`src/rtl/proc_loop_sequencer_if.sv`:
```
// Command / beat-issue / retire bundle between the command queue,
// the loop sequencer and the PE datapath.
interface proc_loop_sequencer_if #(
    parameter int CNT_BW  = 8,
    parameter int PROC_BW = 4,
    parameter int NT_BW   = 4,
    parameter int CFG_W   = PROC_BW + NT_BW + 8 + 2 + 3 * CNT_BW + 8
);
    logic               cfg_valid;
    logic               cfg_ready;
    logic [CFG_W-1:0]   cfg;
    logic               iss_valid;
    logic               iss_ready;
    logic [PROC_BW-1:0] iss_proc;
    logic               iss_sparse;
    logic [1:0]         iss_func;
    logic [CNT_BW-1:0]  iss_i0;
    logic [CNT_BW-1:0]  iss_i1;
    logic [CNT_BW-1:0]  iss_i2;
    logic               iss_first;
    logic               iss_last;
    logic [7:0]         iss_t;
    logic [NT_BW-1:0]   iss_nt;
    logic [7:0]         iss_n1;
    logic               ret;
    logic               busy;
    logic               done;
    logic               err;

    modport master (
        output cfg_valid, cfg, iss_ready, ret,
        input  cfg_ready, iss_valid, iss_proc, iss_sparse, iss_func,
        input  iss_i0, iss_i1, iss_i2, iss_first, iss_last,
        input  iss_t, iss_nt, iss_n1, busy, done, err
    );

    modport slave (
        input  cfg_valid, cfg, iss_ready, ret,
        output cfg_ready, iss_valid, iss_proc, iss_sparse, iss_func,
        output iss_i0, iss_i1, iss_i2, iss_first, iss_last,
        output iss_t, iss_nt, iss_n1, busy, done, err
    );
endinterface

```
`src/rtl/proc_loop_sequencer.sv`:
```
// Loop-nest sequencer: one command at a time, one indexed beat per
// inner iteration, bounded outstanding beats, drain then done pulse.
module proc_loop_sequencer #(
    parameter int CNT_BW    = 8,
    parameter int MAX_OUTST = 16,
    parameter int PROC_BW   = 4,
    parameter int NT_BW     = 4
) (
    input logic                 clk,
    input logic                 rst,
    proc_loop_sequencer_if.slave bus
);
    localparam int OW = $clog2(MAX_OUTST + 1);

    localparam logic [PROC_BW-1:0] P_IDLE  = PROC_BW'(0);
    localparam logic [PROC_BW-1:0] P_MTXV  = PROC_BW'(2);
    localparam logic [PROC_BW-1:0] P_VXV   = PROC_BW'(3);
    localparam logic [PROC_BW-1:0] P_SP_LO = PROC_BW'(4);
    localparam logic [PROC_BW-1:0] P_MAX   = PROC_BW'(6);

    typedef struct packed {
        logic [PROC_BW-1:0] proc;
        logic [NT_BW-1:0]   nt;
        logic [7:0]         t;
        logic [1:0]         func;
        logic [CNT_BW-1:0]  cnt0;
        logic [CNT_BW-1:0]  cnt1;
        logic [CNT_BW-1:0]  cnt2;
        logic [7:0]         n1;
    } cfg_t;

    typedef enum logic [1:0] {IDLE, RUN, DRAIN, DONE} state_t;

    state_t            state, state_nxt;
    cfg_t              c_in, c_map, c_q;
    logic              sp_in, sparse_q, tr_q;
    logic [CNT_BW-1:0] i0, i1, i2;
    logic [CNT_BW-1:0] i0_n, i1_n, i2_n;
    logic [OW-1:0]     outst;
    logic              err_q;
    logic              accept, bad_proc, idle_proc;
    logic              issue, last, ret_ok, ret_bad;

    assign c_in      = cfg_t'(bus.cfg);
    assign accept    = (state == IDLE) && bus.cfg_valid;
    assign bad_proc  = c_in.proc > P_MAX;
    assign idle_proc = c_in.proc == P_IDLE;

    assign last = (i0 == c_q.cnt0) && (i1 == c_q.cnt1) && (i2 == c_q.cnt2);

    assign bus.iss_valid = (state == RUN) && (outst < OW'(MAX_OUTST));
    assign issue   = bus.iss_valid && bus.iss_ready;
    assign ret_ok  = bus.ret && ((outst != '0) || issue);
    assign ret_bad = bus.ret && !ret_ok;

    assign bus.cfg_ready  = state == IDLE;
    assign bus.busy       = state != IDLE;
    assign bus.done       = state == DONE;
    assign bus.err        = err_q;
    assign bus.iss_proc   = c_q.proc;
    assign bus.iss_sparse = sparse_q;
    assign bus.iss_func   = c_q.func;
    assign bus.iss_t      = c_q.t;
    assign bus.iss_nt     = c_q.nt;
    assign bus.iss_n1     = c_q.n1;
    assign bus.iss_i0     = i0;
    assign bus.iss_i1     = i1;
    assign bus.iss_i2     = i2;
    assign bus.iss_first  = (state == RUN) && (i0 == '0) && (i1 == '0) && (i2 == '0);
    assign bus.iss_last   = (state == RUN) && last;

    // Map sparse codes onto dense ones; VXV collapses to a single loop
    always_comb begin
        c_map = c_in;
        sp_in = (c_in.proc >= P_SP_LO) && (c_in.proc <= P_MAX);
        if (sp_in) c_map.proc = c_in.proc - PROC_BW'(3);
        if (c_map.proc == P_VXV) begin
            c_map.cnt1 = '0;
            c_map.cnt2 = '0;
        end
    end

    // Next loop indices: MTxV runs i1 innermost, everything else i0
    always_comb begin
        i0_n = i0;
        i1_n = i1;
        i2_n = i2;
        if (!tr_q) begin
            if (i0 != c_q.cnt0) begin
                i0_n = i0 + 1'b1;
            end else begin
                i0_n = '0;
                if (i1 != c_q.cnt1) begin
                    i1_n = i1 + 1'b1;
                end else begin
                    i1_n = '0;
                    i2_n = i2 + 1'b1;
                end
            end
        end else begin
            if (i1 != c_q.cnt1) begin
                i1_n = i1 + 1'b1;
            end else begin
                i1_n = '0;
                if (i0 != c_q.cnt0) begin
                    i0_n = i0 + 1'b1;
                end else begin
                    i0_n = '0;
                    i2_n = i2 + 1'b1;
                end
            end
        end
    end

    // FSM next state
    always_comb begin
        state_nxt = state;
        unique case (state)
            IDLE:  if (bus.cfg_valid) state_nxt = (idle_proc || bad_proc) ? DONE : RUN;
            RUN:   if (issue && last) state_nxt = DRAIN;
            DRAIN: if (outst == '0) state_nxt = DONE;
            DONE:  state_nxt = IDLE;
            default: state_nxt = IDLE;
        endcase
    end

    // FSM state register
    always_ff @(posedge clk) begin
        if (rst) state <= IDLE;
        else     state <= state_nxt;
    end

    // Command latch, loop indices, outstanding count and sticky error
    always_ff @(posedge clk) begin
        if (rst) begin
            c_q      <= '0;
            sparse_q <= 1'b0;
            tr_q     <= 1'b0;
            i0       <= '0;
            i1       <= '0;
            i2       <= '0;
            outst    <= '0;
            err_q    <= 1'b0;
        end else begin
            if (accept) begin
                c_q      <= c_map;
                sparse_q <= sp_in;
                tr_q     <= c_map.proc == P_MTXV;
                i0       <= '0;
                i1       <= '0;
                i2       <= '0;
            end else if (issue) begin
                i0 <= i0_n;
                i1 <= i1_n;
                i2 <= i2_n;
            end
            outst <= outst + OW'(issue) - OW'(ret_ok);
            if ((accept && bad_proc) || ret_bad) err_q <= 1'b1;
        end
    end
endmodule

```
`src/flat_wrapper.sv`:
```
// flat-port wrapper written by rule: the top's interface ports become plain ports
module proc_loop_sequencer_flat 
#(
    parameter int CNT_BW    = 8,
    parameter int MAX_OUTST = 16,
    parameter int PROC_BW   = 4,
    parameter int NT_BW     = 4
)
  (clk, rst, bus_cfg_valid, bus_cfg, bus_iss_ready, bus_ret, bus_cfg_ready, bus_iss_valid, bus_iss_proc, bus_iss_sparse, bus_iss_func, bus_iss_i0, bus_iss_i1, bus_iss_i2, bus_iss_first, bus_iss_last, bus_iss_t, bus_iss_nt, bus_iss_n1, bus_busy, bus_done, bus_err);
  proc_loop_sequencer_if #(.CNT_BW(CNT_BW), .PROC_BW(PROC_BW), .NT_BW(NT_BW)) bus_i ();
  input logic clk;
  input logic rst;
  input wire logic [$bits(bus_i.cfg_valid)-1:0] bus_cfg_valid;
  input wire logic [$bits(bus_i.cfg)-1:0] bus_cfg;
  input wire logic [$bits(bus_i.iss_ready)-1:0] bus_iss_ready;
  input wire logic [$bits(bus_i.ret)-1:0] bus_ret;
  output wire logic [$bits(bus_i.cfg_ready)-1:0] bus_cfg_ready;
  output wire logic [$bits(bus_i.iss_valid)-1:0] bus_iss_valid;
  output wire logic [$bits(bus_i.iss_proc)-1:0] bus_iss_proc;
  output wire logic [$bits(bus_i.iss_sparse)-1:0] bus_iss_sparse;
  output wire logic [$bits(bus_i.iss_func)-1:0] bus_iss_func;
  output wire logic [$bits(bus_i.iss_i0)-1:0] bus_iss_i0;
  output wire logic [$bits(bus_i.iss_i1)-1:0] bus_iss_i1;
  output wire logic [$bits(bus_i.iss_i2)-1:0] bus_iss_i2;
  output wire logic [$bits(bus_i.iss_first)-1:0] bus_iss_first;
  output wire logic [$bits(bus_i.iss_last)-1:0] bus_iss_last;
  output wire logic [$bits(bus_i.iss_t)-1:0] bus_iss_t;
  output wire logic [$bits(bus_i.iss_nt)-1:0] bus_iss_nt;
  output wire logic [$bits(bus_i.iss_n1)-1:0] bus_iss_n1;
  output wire logic [$bits(bus_i.busy)-1:0] bus_busy;
  output wire logic [$bits(bus_i.done)-1:0] bus_done;
  output wire logic [$bits(bus_i.err)-1:0] bus_err;
  assign bus_i.cfg_valid = bus_cfg_valid;
  assign bus_i.cfg = bus_cfg;
  assign bus_i.iss_ready = bus_iss_ready;
  assign bus_i.ret = bus_ret;
  assign bus_cfg_ready = bus_i.cfg_ready;
  assign bus_iss_valid = bus_i.iss_valid;
  assign bus_iss_proc = bus_i.iss_proc;
  assign bus_iss_sparse = bus_i.iss_sparse;
  assign bus_iss_func = bus_i.iss_func;
  assign bus_iss_i0 = bus_i.iss_i0;
  assign bus_iss_i1 = bus_i.iss_i1;
  assign bus_iss_i2 = bus_i.iss_i2;
  assign bus_iss_first = bus_i.iss_first;
  assign bus_iss_last = bus_i.iss_last;
  assign bus_iss_t = bus_i.iss_t;
  assign bus_iss_nt = bus_i.iss_nt;
  assign bus_iss_n1 = bus_i.iss_n1;
  assign bus_busy = bus_i.busy;
  assign bus_done = bus_i.done;
  assign bus_err = bus_i.err;
  proc_loop_sequencer #(.CNT_BW(CNT_BW), .MAX_OUTST(MAX_OUTST), .PROC_BW(PROC_BW), .NT_BW(NT_BW)) u_core (.clk(clk), .rst(rst), .bus(bus_i));
endmodule
```
`config.mk`:
```
export PLATFORM = sky130hd
export DESIGN_NAME = proc_loop_sequencer_flat
export DESIGN_NICKNAME = d
export VERILOG_FILES = /design/src/rtl/proc_loop_sequencer_if.sv /design/src/rtl/proc_loop_sequencer.sv /design/src/flat_wrapper.sv
export SDC_FILE = /design/constraint.sdc
export NUM_CORES = 1
export LEC_CHECK = 0
export ABC_AREA = 1
export ABC_CLOCK_PERIOD_IN_PS = 6800
export CAP_MARGIN = 20
export CORE_MARGIN = 1.5
export CORE_UTILIZATION = 45
export DETAILED_ROUTE_END_ITERATION = 12
export PLACE_DENSITY_LB_ADDON = 0.2
export SETUP_SLACK_MARGIN = 0.1
export SLEW_MARGIN = 20
export SYNTH_ARGS = -nofsm -noshare
export SYNTH_HDL_FRONTEND = slang
export SYNTH_SLANG_ARGS = --single-unit
```
`constraint.sdc`:
```
create_clock -name clk -period 6.8 [get_ports clk]
set_clock_uncertainty 0.2 [all_clocks]
set_input_delay 1.02 -clock clk [delete_from_list [all_inputs] [get_ports clk]]
set_output_delay 1.02 -clock clk [all_outputs]
set_load 0.02 [all_outputs]
```
# After elaboration in Yosys (flattened, before gate mapping)
# Index checks and enable logic that the tools add are counted.
totals:
  mem_bits_rw: 0
  latch_bits: 0
  mem_bits_ro: 0
  input_bits: 55
  wordCells: 92
  out_inout_bits: 58
  register_bits: 84
  n_memories: 0
op_classes:
  n_div: 0
  n_addsub: 6
  n_reduce_logical: 31
  order_cmp: 4
  shift: 0
  mul: 0
  eq_ne: 15
  bitwise: 2
  muxes: 18
op_table:
  columns: ["operator", "n"]
  rows:
  - ["$mux W8", 11]
  - ["$add A8 B1 Y8 const B", 3]
  - ["$eq A8 B8 Y1", 3]
  - ["$logic_not A8 Y1", 3]
  - ["$mux W16", 1]
  - ["$ne A8 B8 Y1", 2]
  - ["$logic_and A1 B1 Y1", 14]
  - ["$eq A4 B2 Y1 const B", 2]
  - ["$mux W2", 4]
  - ["$pmux W2 S4", 1]
  - ["$ne A2 B2 Y1 const B", 3]
  - ["$reduce_and A3 Y1", 2]
  - ["$add A5 B1 Y5", 1]
  - ["$logic_not A5 Y1", 1]
  - ["$lt A5 B5 Y1 const B", 1]
  - ["$reduce_bool A5 Y1", 1]
  - ["$sub A5 B1 Y5", 1]
  - ["$eq A2 B2 Y1 const B", 2]
  - ["$ge A4 B3 Y1 const B", 1]
  - ["$gt A4 B3 Y1 const B", 1]
  - ["$le A4 B3 Y1 const B", 1]
  - ["$logic_not A4 Y1", 1]
  - ["$mux W4", 1]
  - ["$ne A2 B1 Y1 const B", 2]
  - ["9 further kinds", 13]

# Logic depth before layout (Yosys ltp)
depth:
  ltp_word: 8
  mapped_depth: 17
  depth_no_buf: 17

# Worst setup path before layout
# No wires, ideal clock.
synth_path:
  path_kind: "flip-flop to output port"
  startpoint: "register u_core.i0[2], in the netlist u_core.bus.iss_i0[2]"
  endpoint: "output bus_iss_last"
  required_ps: 5580
  stages_incl_launch_ff: 10
  n_path_buf: 1
  setup_slack_ps: 3785
  arrival_ps: 1795
  path_cell_list: "dfxtp_1 > buf_2 > inv_2 > nand2_1 > nand2_1 > nor2_1 > nand2_2 > nor2_8 > nand2_1 > nor4_1"
synth_between:
  elab_chain_cells: 4
synth_lines:
  columns: ["item", "line", "rtl"]
  rows:
  - ["start: declaration", "proc_loop_sequencer.sv:37", "logic [CNT_BW-1:0] i0, i1, i2;"]
  - ["start signal: assignment", "proc_loop_sequencer.sv:153", "i0 <= i0_n;"]
  - ["$eq A8 B8 Y1", "proc_loop_sequencer.sv:49", "assign last = (i0 == c_q.cnt0) && (i1 == c_q.cnt1) && (i2 == c_q.cnt2);"]
  - ["$logic_and A1 B1 Y1 (2 in a row)", "proc_loop_sequencer.sv:49", null]
  - ["$logic_and A1 B1 Y1", "proc_loop_sequencer.sv:70", "assign bus.iss_last = (state == RUN) && last;"]
  - ["end: declaration", "flat_wrapper.sv:26", "output wire logic [$bits(bus_i.iss_last)-1:0] bus_iss_last;"]
# Every way passes these cells.

# Final worst setup path
layout_path:
  startpoint: "register u_core.i1[5], in the netlist u_core.bus.iss_i1[5]"
  endpoint: "output bus_iss_last"
layout_between:
  elab_chain_cells: 4
layout_lines:
  columns: ["item", "line", "rtl"]
  rows:
  - ["start: declaration", "proc_loop_sequencer.sv:37", null]
  - ["start signal: assignment", "proc_loop_sequencer.sv:154", "i1 <= i1_n;"]
  - ["$eq A8 B8 Y1", "proc_loop_sequencer.sv:49", null]
  - ["$logic_and A1 B1 Y1 (2 in a row)", "proc_loop_sequencer.sv:49", null]
  - ["$logic_and A1 B1 Y1", "proc_loop_sequencer.sv:70", null]
# Every way passes these cells.

==> results_dict.tcl <==
set metrics [dict create \
    status "completed" \
    critical_path_arrival_ns 2.45 \
    p_clk_frac 0.242 \
    remaining_drc_errors 0 \
    min_path_cells 2 \
    worst_pin_slew_ns 0.9977 \
    path_max_fanout 8 \
    place_ws_ns 3.288 \
    synth_area_leaders "dfxtp_1 39%, nand2_1 12%, inv_1 6.4%, ha_1 5.5%, buf_4 4.9%" \
    rsz0062_at_grt "no" \
    synth_seq_area_share 0.3898 \
    dieHeight_um 100.9 \
    max_freq_mhz 272.6 \
    clockBufferDepth 2 \
    critPathCaptureType "output port" \
    clockRootBuffer "clkbuf_8" \
    port_buffers 112 \
    detail_route.wl_per_cell_um 12.76 \
    power_per_cell_area_nw_per_um2 300.1 \
    postRouteAntennaNets 0 \
    wl_met1_um 4505 \
    dp_cells 778 \
    p_leak_nw 2.365 \
    setup_ws_ns 3.132 \
    design_area_um2 5570 \
    htreeDepth 3 \
    die-area_um2 10180 \
    hold_ws_ns 0.2687 \
    die_w_um 100.9 \
    cts_tree "done" \
    p_comb_frac 0.387 \
    switching_share 0.3641 \
    hp-start "u_core.c_q[19]" \
    antenna_found_initial 0 \
    drv_cap 0 \
    drt_first_pass_iters 4 \
    io_pins 113 \
    grt.overflow.total 0 \
    grt_max_degree 49 \
    grt_pass1_vias 3768 \
    r2r-start "u_core.state[1]" \
    cts.sinks 84 \
    vias_per_cell 4.918 \
    core_area_um2 9284 \
    utilization 0.6000 \
    internal_power_mw 1.063 \
    routabilityCongestion 0.8528 \
    cts_hold_buf 0 \
    relSlewSlack 0.3341 \
    synthArstFlopShare 0 \
    drive_gt1_frac 0.05706 \
    fin_crit_sh 0.5394 \
    vias 3910 \
    netlist_instances 582 \
    start_kind "register" \
    finalSetupViolCount 0 \
    routed_wl_um 10150 \
    rr_worst_depth 17 \
    cts.clk_slew.worst_paths_ns 0.08 \
    whs_endpoint "u_core.c_q[19]" \
    fillers 874 \
    required_ns 5.58 \
    synthDistinctLibCells 33 \
    ir_drop_v 0.0001660 \
    area_growth_pct 29.12 \
    fin_tns_setup_ns 0 \
    yosysWarnings 0 \
    place_area_um2 5315 \
    seq_power_share 0.371 \
    drt_iter0_drc 191 \
    clk_latency_ns 0.35 \
    dr.max_layer_used "met4" \
    wl_met2_um 4789 \
    synth_top_flop_cell "dfxtp_1" \
    hold_viol 0 \
    rrSetupSlack_ns 3.85 \
    n_antenna_cell 0 \
    postCtsSetupBuffers 0 \
    criticalPathCategory "register to output port" \
    p_sw_uw 608.7 \
    critical_path.reg2reg.endpoint "u_core.outst[4]" \
    fin_nets 736 \
    stdcell_count 795 \
    met3_length_um 710 \
    hp-class "register to register" \
    syn-cell-area_um2 4314 \
    finalPower_mw 1.672 \
    synth_nets 657 \
    slew_viol_final 0 \
    avgSynthCellArea_um2 7.413 \
    grt_pass1_wl_um 16930 \
    cts.repair.resized 0 \
    period_minus_slack_ns 3.668 \
    row_count 35 \
    synth_edf_count 0 \
    synthTopCellsByCount "135 x nand2_1, 84 x dfxtp_1, 74 x inv_1" \
    synth.top_cell.area_share 0.3898 \
    initial_utilization 0.4647 \
    post-dp-hpwl_um 7329 \
    ys_ff_latch 84 \
    synth_top_area_cell "dfxtp_1" \
    synth_most_common_cell "nand2_1" \
    grt.total_usage 0.2087 \
    cts_inserted_buffers 9 \
]
[critical path, cell delays in order (launching register included)]
cell,delay [ns]
dfxtp_1,0.50
inv_1,0.07
nand2_1,0.07
nand2_1,0.05
a21oi_1,0.16
nand2_1,0.12
nor2_4,0.21
nand2_1,0.07
nor4_1,0.16
clkdlybuf4s50_1,0.68
[power groups by stage]
stage	clock [mW]	sequential [mW]	combinational [mW]
final	0.404	0.620	0.647
after global routing	0.433	0.630	0.729
after CTS	0.413	0.620	0.646
after detailed placement	0	0.630	0.641
after global placement	0	0.628	0.625
after floorplan	0	0.625	0.459
[cell families after synthesis]
group           Yosys count  synth area share
simple gates            235            0.2370
buf+inv                 129            0.1427
compound gates           95            0.1323
flops                    84            0.3898
fa+ha+maj                20           0.05975
xor+xnor                 19           0.03857
[area by class of cell]
cell class | instances | area [um^2] | share of cell area
clock buffer | 13 | 158.9 | 0.02853
clock inverter | 3 | 68.82 | 0.01235
inverter | 83 | 316.6 | 0.05683
multi-input combinational | 369 | 2027 | 0.3639
sequential | 84 | 1682 | 0.3019
tap | 129 | 161.4 | 0.02898
timing repair buffer | 114 | 1156 | 0.2075
[state kept, by name (all words and copies together) (netlist names)]
register	count
u_core.state	2
u_core.c_q	24
u_core.outst	5
u_core.bus.iss_proc	4
u_core.bus.iss_t	8
u_core.bus.iss_i0	8
u_core.bus.iss_sparse	1
u_core.tr_q	1
u_core.bus.err	1
u_core.bus.iss_func	2
u_core.bus.iss_n1	8
u_core.bus.iss_i2	8
u_core.bus.iss_i1	8
u_core.bus.iss_nt	4
[worst max-delay path by stage]
| stage | from | end |
|---|---|---|
| 4_1_cts | u_core.bus.iss_i1[5] | bus_iss_last |
| 3_5_place_dp | bus_cfg[46] | u_core.c_q[14] |
| 2_1_floorplan | u_core.bus.iss_i0[2] | bus_iss_last |
| 6_report | u_core.bus.iss_i1[5] | bus_iss_last |
| 3_3_place_gp | bus_iss_ready | u_core.outst[4] |
| 5_1_grt | u_core.bus.iss_i1[5] | bus_iss_last |
[layer usage]
metal / up-vias / track usage
met2: 126 / 0.3467
met4: 0 / 0.08440
met3: 13 / 0.05201
met1: 1783 / 0.2594
met5: - / 0
li1: 1988 / -
[cells in the final DEF, fill, tap and decap left out, types with 3 or more instances in the layout]
cell type        synthesis  final
nand2_1                135    135
clkdlybuf4s50_1          0    112
dfxtp_1                 84     84
inv_1                   74     74
o21ai_0                 38     38
nor2_1                  39     37
nand3_1                 33     33
a21oi_1                 27     27
a22o_1                  22     22
ha_1                    19     19
xor2_1                  18     18
clkbuf_8                 0     11
nand4_1                 10     10
inv_2                    7      7
nor4_1                   5      5
o21ai_1                  4      4
nor3_1                   4      4
nor2_2                   2      3
o21ai_2                  3      3
Power figures use the tool's default switching activity.
